<file path="config.mk">
export PLATFORM = sky130hd
export DESIGN_NAME = mem_arbiter
export DESIGN_NICKNAME = d
export VERILOG_FILES = /design/src/rtl/mem_arbiter.sv
export SDC_FILE = /design/constraint.sdc
export NUM_CORES = 1
export LEC_CHECK = 0
export ABC_AREA = 1
export BUFFER_PORTS_ARGS = -buffer_cell sky130_fd_sc_hd__buf_2
export CAP_MARGIN = 20
export CORE_ASPECT_RATIO = 0.6
export CORE_UTILIZATION = 46
export DETAILED_ROUTE_END_ITERATION = 12
export GPL_TIMING_DRIVEN = 0
export MAX_ROUTING_LAYER = met4
export PLACE_DENSITY = 0.86
export REMOVE_ABC_BUFFERS = 1
export SYNTH_ARGS = -nofsm -noshare
export SYNTH_HDL_FRONTEND = slang
export SYNTH_SLANG_ARGS = --single-unit
</file>
<file path="constraint.sdc">
create_clock -name clk -period 1.9 [get_ports clk]
set_input_delay 0.38 -clock clk [delete_from_list [all_inputs] [get_ports clk]]
set_output_delay 0.38 -clock clk [all_outputs]
set_load 0.05 [all_outputs]
</file>
<file path="src/rtl/mem_arbiter.sv">
// Shares one single-ported memory between the fetch (I) and memory-stage (D) requesters.
// Round-robin on ties; outputs registered except the stall lines; a busy timer aborts hung transfers.
module mem_arbiter #(
   parameter int DATA_WIDTH = 32,
   parameter int ADDR_WIDTH = 32,
   parameter int TIMEOUT    = 16
) (
   input  logic                  clk,
   input  logic                  rst,
   input  logic                  ireqF,
   input  logic [ADDR_WIDTH-1:0] iaddrF,
   output logic                  iackF,
   output logic [DATA_WIDTH-1:0] irdataF,
   input  logic                  dreqM,
   input  logic                  dweM,
   input  logic [ADDR_WIDTH-1:0] daddrM,
   input  logic [DATA_WIDTH-1:0] dwdataM,
   output logic                  dackM,
   output logic [DATA_WIDTH-1:0] drdataM,
   output logic                  stallFD,
   output logic                  stallM,
   output logic                  mem_req,
   output logic                  mem_we,
   output logic [ADDR_WIDTH-1:0] mem_addr,
   output logic [DATA_WIDTH-1:0] mem_wdata,
   input  logic [DATA_WIDTH-1:0] mem_rdata,
   input  logic                  mem_ack,
   output logic                  err
);

   localparam int TW = $clog2(TIMEOUT) + 1;
   localparam logic [TW-1:0] TLAST = TW'(TIMEOUT - 1);

   typedef enum logic [1:0] {IDLE, IBUSY, DBUSY, DONE} state_t;

   state_t          state;
   logic            lastD;
   logic [TW-1:0]   timer;

   assign stallFD = ireqF & ~iackF;
   assign stallM  = dreqM & ~dackM;

   always_ff @(posedge clk) begin
      if (!rst) begin
         state     <= IDLE;
         lastD     <= 1'b0;
         timer     <= '0;
         iackF     <= 1'b0;
         dackM     <= 1'b0;
         err       <= 1'b0;
         irdataF   <= '0;
         drdataM   <= '0;
         mem_req   <= 1'b0;
         mem_we    <= 1'b0;
         mem_addr  <= '0;
         mem_wdata <= '0;
      end else begin
         // Acks and err only ever live for the single DONE cycle.
         iackF <= 1'b0;
         dackM <= 1'b0;
         err   <= 1'b0;
         case (state)
            IDLE: begin
               if (dreqM && (!ireqF || !lastD)) begin
                  state     <= DBUSY;
                  mem_req   <= 1'b1;
                  mem_we    <= dweM;
                  mem_addr  <= daddrM;
                  mem_wdata <= dwdataM;
                  timer     <= '0;
                  lastD     <= 1'b1;
               end else if (ireqF) begin
                  state     <= IBUSY;
                  mem_req   <= 1'b1;
                  mem_we    <= 1'b0;
                  mem_addr  <= iaddrF;
                  mem_wdata <= '0;
                  timer     <= '0;
                  lastD     <= 1'b0;
               end
            end
            IBUSY, DBUSY: begin
               if (mem_ack) begin
                  state   <= DONE;
                  mem_req <= 1'b0;
                  if (state == IBUSY) begin
                     iackF   <= 1'b1;
                     irdataF <= mem_rdata;
                  end else begin
                     dackM <= 1'b1;
                     if (!mem_we) drdataM <= mem_rdata;
                  end
               end else if (timer == TLAST) begin
                  // Abort: acknowledge so the requester unblocks, but keep old read data.
                  state   <= DONE;
                  mem_req <= 1'b0;
                  err     <= 1'b1;
                  if (state == IBUSY) iackF <= 1'b1;
                  else                dackM <= 1'b1;
               end else if (timer != '1) begin
                  timer <= timer + 1'b1;
               end
            end
            DONE:    state <= IDLE;
            default: state <= IDLE;
         endcase
      end
   end

endmodule

</file>
# Word-level counts from Yosys, hierarchy flattened
# Cells that the tools add are included.
# Widths: inputs -> output; s select.
[op_classes]
n_eq_ne = 10
bitwise_logic = 8
reduce_logical = 16
mux = 30
add_sub_neg = 1
[ops]
columns = ["cell", "n"]
rows = [
  ["$mux 32", 4],
  ["$mux 5", 5],
  ["$mux 1", 14],
  ["$pmux 5 s2", 1],
  ["$mux 2", 4],
  ["$ne 2x2->1 const B", 3],
  ["$ne 3x3->1 const B", 2],
  ["$not 1->1", 6],
  ["$pmux 2 s3", 1],
  ["$reduce_and 2->1", 3],
  ["$reduce_and 3->1", 2],
  ["$add 5x1->5 const B", 1],
  ["$eq 5x4->1 const B", 1],
  ["$ne 5x5->1 const B", 1],
  ["$reduce_and 5->1", 1],
  ["$eq 2x2->1 const B", 2],
  ["$reduce_and 4->1", 1],
  ["$reduce_bool 2->1", 2],
  ["$reduce_or 3->1", 1],
  ["$and 1x1->1", 2],
  ["$eq 2x1->1 const B", 1],
  ["$logic_not 1->1", 2],
  ["$logic_not 2->1", 1],
  ["$pmux 1 s2", 1],
  ["3 further kinds", 3],
]
[totals]
inputBits = 134
wordCells = 77
regBits = 141
output_inout_bits = 135

# Depth between registers and ports, before layout
[logic_depth]
ltp_word = 5
depth_mapped = 11
mapped_depth_nobuf = 11

# Least setup slack after synthesis
# Ideal clock, no wire load.
[synth_path]
path_type = "register to output"
from = "register iackF"
to = "output port stallFD"
slack_ps = 330
required_time_ps = 1520
arrival_ps = 1190
stages_incl_launch_ff = 2
cell_sequence = "dfxtp_1 -> nor2_1"
[synth_via]
elab_chain_len = 2
[synth_lines]
columns = ["item", "line_no", "text"]
rows = [
  ["start, declared", "12", "output logic iackF,"],
  ["start signal, assigned", "48", "iackF <= 1'b0;"],
  ["start signal, assigned", "59", "iackF <= 1'b0;"],
  ["start signal, assigned", "87", "iackF <= 1'b1;"],
  ["$not 1->1", "40", "assign stallFD = ireqF & ~iackF;"],
  ["$and 1x1->1", "40", ""],
  ["end, declared", "20", "output logic stallFD,"],
]
# No other way between the ends.

# Final worst setup path
[layout_path]
from = "register state[0]"
to = "register drdataM[28]"
[layout_via]
elab_chain_len = 3
word_cells_on_any_way = 5
classes_between = "2 x eq/ne; 1 x bitwise; 2 x reduce/logical"
[layout_lines]
columns = ["item", "line_no", "text"]
rows = [
  ["start, declared", "36", "state_t state;"],
  ["start signal, assigned", "45", "state <= IDLE;"],
  ["start signal, assigned", "65", "state <= DBUSY;"],
  ["start signal, assigned", "73", "state <= IBUSY;"],
  ["$eq 2x1->1 or $eq 2x2->1 (tied branches)", "62, 86", ""],
  ["$reduce_or 2->1 or $not 1->1 (tied branches)", "-", ""],
  ["$reduce_and 4->1 (no source line) *", "-", ""],
  ["end signal, assigned", "91", "if (!mem_we) drdataM <= mem_rdata;"],
  ["end, declared", "19", "output logic [DATA_WIDTH-1:0] drdataM,"],
]
# Mark *: on every way between the ends. The rest lies on a longest branch, timed or not.
# A chain may end at the register's enable or synchronous reset.

==> results.cfg <==
[status]
status = finished, final reports clean

[final_layout]
diodes = 0
layout-drive-gt1-share_pct = 32.5
nNetsFinal = 1157
design_area_sq_um = 7670
synthToLayoutAreaGrowth_pct = 37.7
utilization_pct = 66.5

[routing]
drt_first_iter_violations = 362
vias = 5940
drc = 0
routed_via_density = 4.99
routed_wl_um = 17500
ant_nets = 0
wire_per_inst_um = 14.7
drtPass1Iterations = 5

[place]
io_buffers = 268
dpl.hpwl_um = 11200
pre_cts_slack_ns = -0.990
routabilityCongestion = 0.905
placed_area_sq_um = 6890

[grt]
grt_pass1_wl_um = 26400
grt_max_degree = 71
antenna_found_initial = 0
grt-ovfl-total = 0
grt_pass1_vias = 5399
grt_usage_pct = 28.2

[power]
power_frac_comb_pct = 43.7
p_int_mw = 6.81
p_sw_mw = 5.94
max-vdd-ir-drop_mv = 1.01
power_leakage_nw = 3.86
p_seq_share_pct = 30.9
totalPowerFinal_mw = 12.7
swShare_pct = 46.6
power_density_nw_per_um2 = 1660
clockPowerShare_pct = 25.4

[timing]
final-hold-violation-count = 0
setup_viol = 0
fin_crit_ns = 1.74
rsz0062_at_grt = false
fmax_mhz = 573
drv_slew = 0
fin_crit_sh_pct = 91.8
maxSlewHeadroom_pct = 47.3
finClkSkew_ns = 0.00909
worstMarginPinSlew_ns = 0.791
setup_ws_ns = 0.156

[critical_path]
crit_type = flip-flop to flip-flop
critPathLaunchType = flip-flop
cp.buffers_inverters = 2
crit_fanout = 16
end_kind = flip-flop
worstPathCellList = inv_1 > ha_4 > nand2_2 > nor3_4 > buf_6 > o21ai_0 > nor2_1
crit_arrival_ns = 2.07
max_stage_delay_ns = 0.37
cp_top_family = simple AND/OR/NAND/NOR gates
crit_required_ns = 2.23
critPathSlowestCell = dfxtp_1

[logic_synthesis]
synth-main-ff-cell = dfxtp_1
netlist_area_sq_um = 5570
ys_seq_area_share_pct = 50.7
netlist_instances = 766
synth.avg_cell_area_sq_um = 7.27
synth_cell_type_count = 22
synthTopCellsByArea = dfxtp_1 (51%), nand2_1 (15%), nor2_1 (9.2%)
ys_async_sr_fraction_pct = 0
synth.top_cell.area_share_pct = 50.7
synth_seq_cells = 141
yosysTopAreaCell = dfxtp_1
post-synth-top-count-cell = nand2_1
synth.top_cells.by_count = nand2_1 (222), dfxtp_1 (141), nor2_1 (137), a21oi_1 (69), o21ai_0 (67)
synth_edf_count = 0
yosys_warnings = 0

[floorplanning]
ios = 269
rows = 30
fp.dieW_um = 144
start_util_pct = 48.3
core_area_sq_um = 11500
die_h_um = 87.2
die_area_sq_um = 12600

[clock_tree]
clock_path_buffers = 2
cts_tree = yes
cts_buffers = 17
path_clk_slew_ns = 0.07
cts_sinks = 141
cts_hold_buffers = 0
clock_latency_ns = 0.40
root_buffer = clkbuf_16
htreeDepth = 4

[job]
cap_viol_max_count = 0

[min_path]
min_path_type = input port to flip-flop
-- power by group through the flow --
stage	sequential [mW]	clock [mW]	combinational, mW
final	3.94	3.23	5.58
after floorplan	6.14	0	1.59
after detailed placement	3.98	0	5.19
after global routing	4.01	3.43	5.94
after global placement	3.95	0	5.09
after CTS	3.93	3.27	5.50
-- metal layers --
layer  vias to the layer above  track usage, %  part of all wire, %
li1                       2952               -                    -
met3                        22            6.10                  6.4
met5                         -               -                    0
met1                      2752            34.4                   45
met2                       214            46.5                   47
met4                         0            9.28                  1.1
-- cells by family after synthesis --
family          synth area share, %
simple gates                   29.3
fa+ha+maj                      1.35
compound gates                 12.5
buf+inv                        6.16
flops                          50.7
-- registers in the layout, indices dropped and copies added, names as in the netlist --
| name | flops |
|---|---|
| drdataM | 32 |
| lastD | 1 |
| state | 2 |
| timer | 5 |
| irdataF | 32 |
| mem_wdata | 32 |
| mem_req | 1 |
| dackM | 1 |
| iackF | 1 |
| err | 1 |
| mem_we | 1 |
| mem_addr | 32 |
-- final timing paths --
path / from / end / slack [ns] / cells past startpoint
setup / recovery: state[0] / drdataM[28] / 0.16 / 7
setup reg to reg: state[0] / drdataM[28] / 0.16 / 7
hold / removal: mem_rdata[19] / drdataM[19] / 0.21 / 3
hold reg to reg: mem_wdata[4] / mem_wdata[4] / 0.46 / 2
-- cells in the final DEF, fill, tap and decap left out, types with 2 or more instances in the layout --
master        n
a21oi_1      69
nand2_2       4
nand2_4       2
buf_4         5
clkbuf_16    17
buf_2       267
dfxtp_1     141
o21ai_0      67
inv_6         4
clkinvlp_4    8
nand2_1     219
nor2_1      135
inv_1        15
inv_8         4
nor3_4        2
ha_1          4
nor3b_1       2
nor2_2        2
buf_6         2
nand3_1      42
buf_12        3
-- what timing repair did --
item,4_1_cts,5_1_grt
gates resized for setup,11,12
gates cloned,3,1
pin swaps,1,1
endpoints found under the setup margin,138,102
setup buffers,7,2
-- through the flow --
stage / cells / setup TNS, ns / hold slack (ns)
6_report: 1190 / 0 / 0.209
2_1_floorplan: 715 / -55.57 / 0.444
5_1_grt: 1190 / 0 / 0.210
4_1_cts: 1187 / 0 / 0.201
3_5_place_dp: 1145 / -101.91 / 0.453
3_3_place_gp: 1143 / -221.43 / 0.450
-- worst min-delay path, delay by kind of cell --
| family | cells | cell delay, ns |
|---|---|---|
| buffers and inverters | 1 | 0.08 |
| and+or+nand+nor | 2 | 0.12 |
-- layout make-up --
type                       count  area (sq um)
inverter                      20          97.6
clock inverter                15           154
tap                          160           200
timing repair buffer         279          1480
timing repair inverter         2          15.0
clock buffer                  17           425
fill                        1052          3860
multi-input combinational    556          2470
sequential                   141          2820
Note: power is estimated with default switching activity, not from simulation.
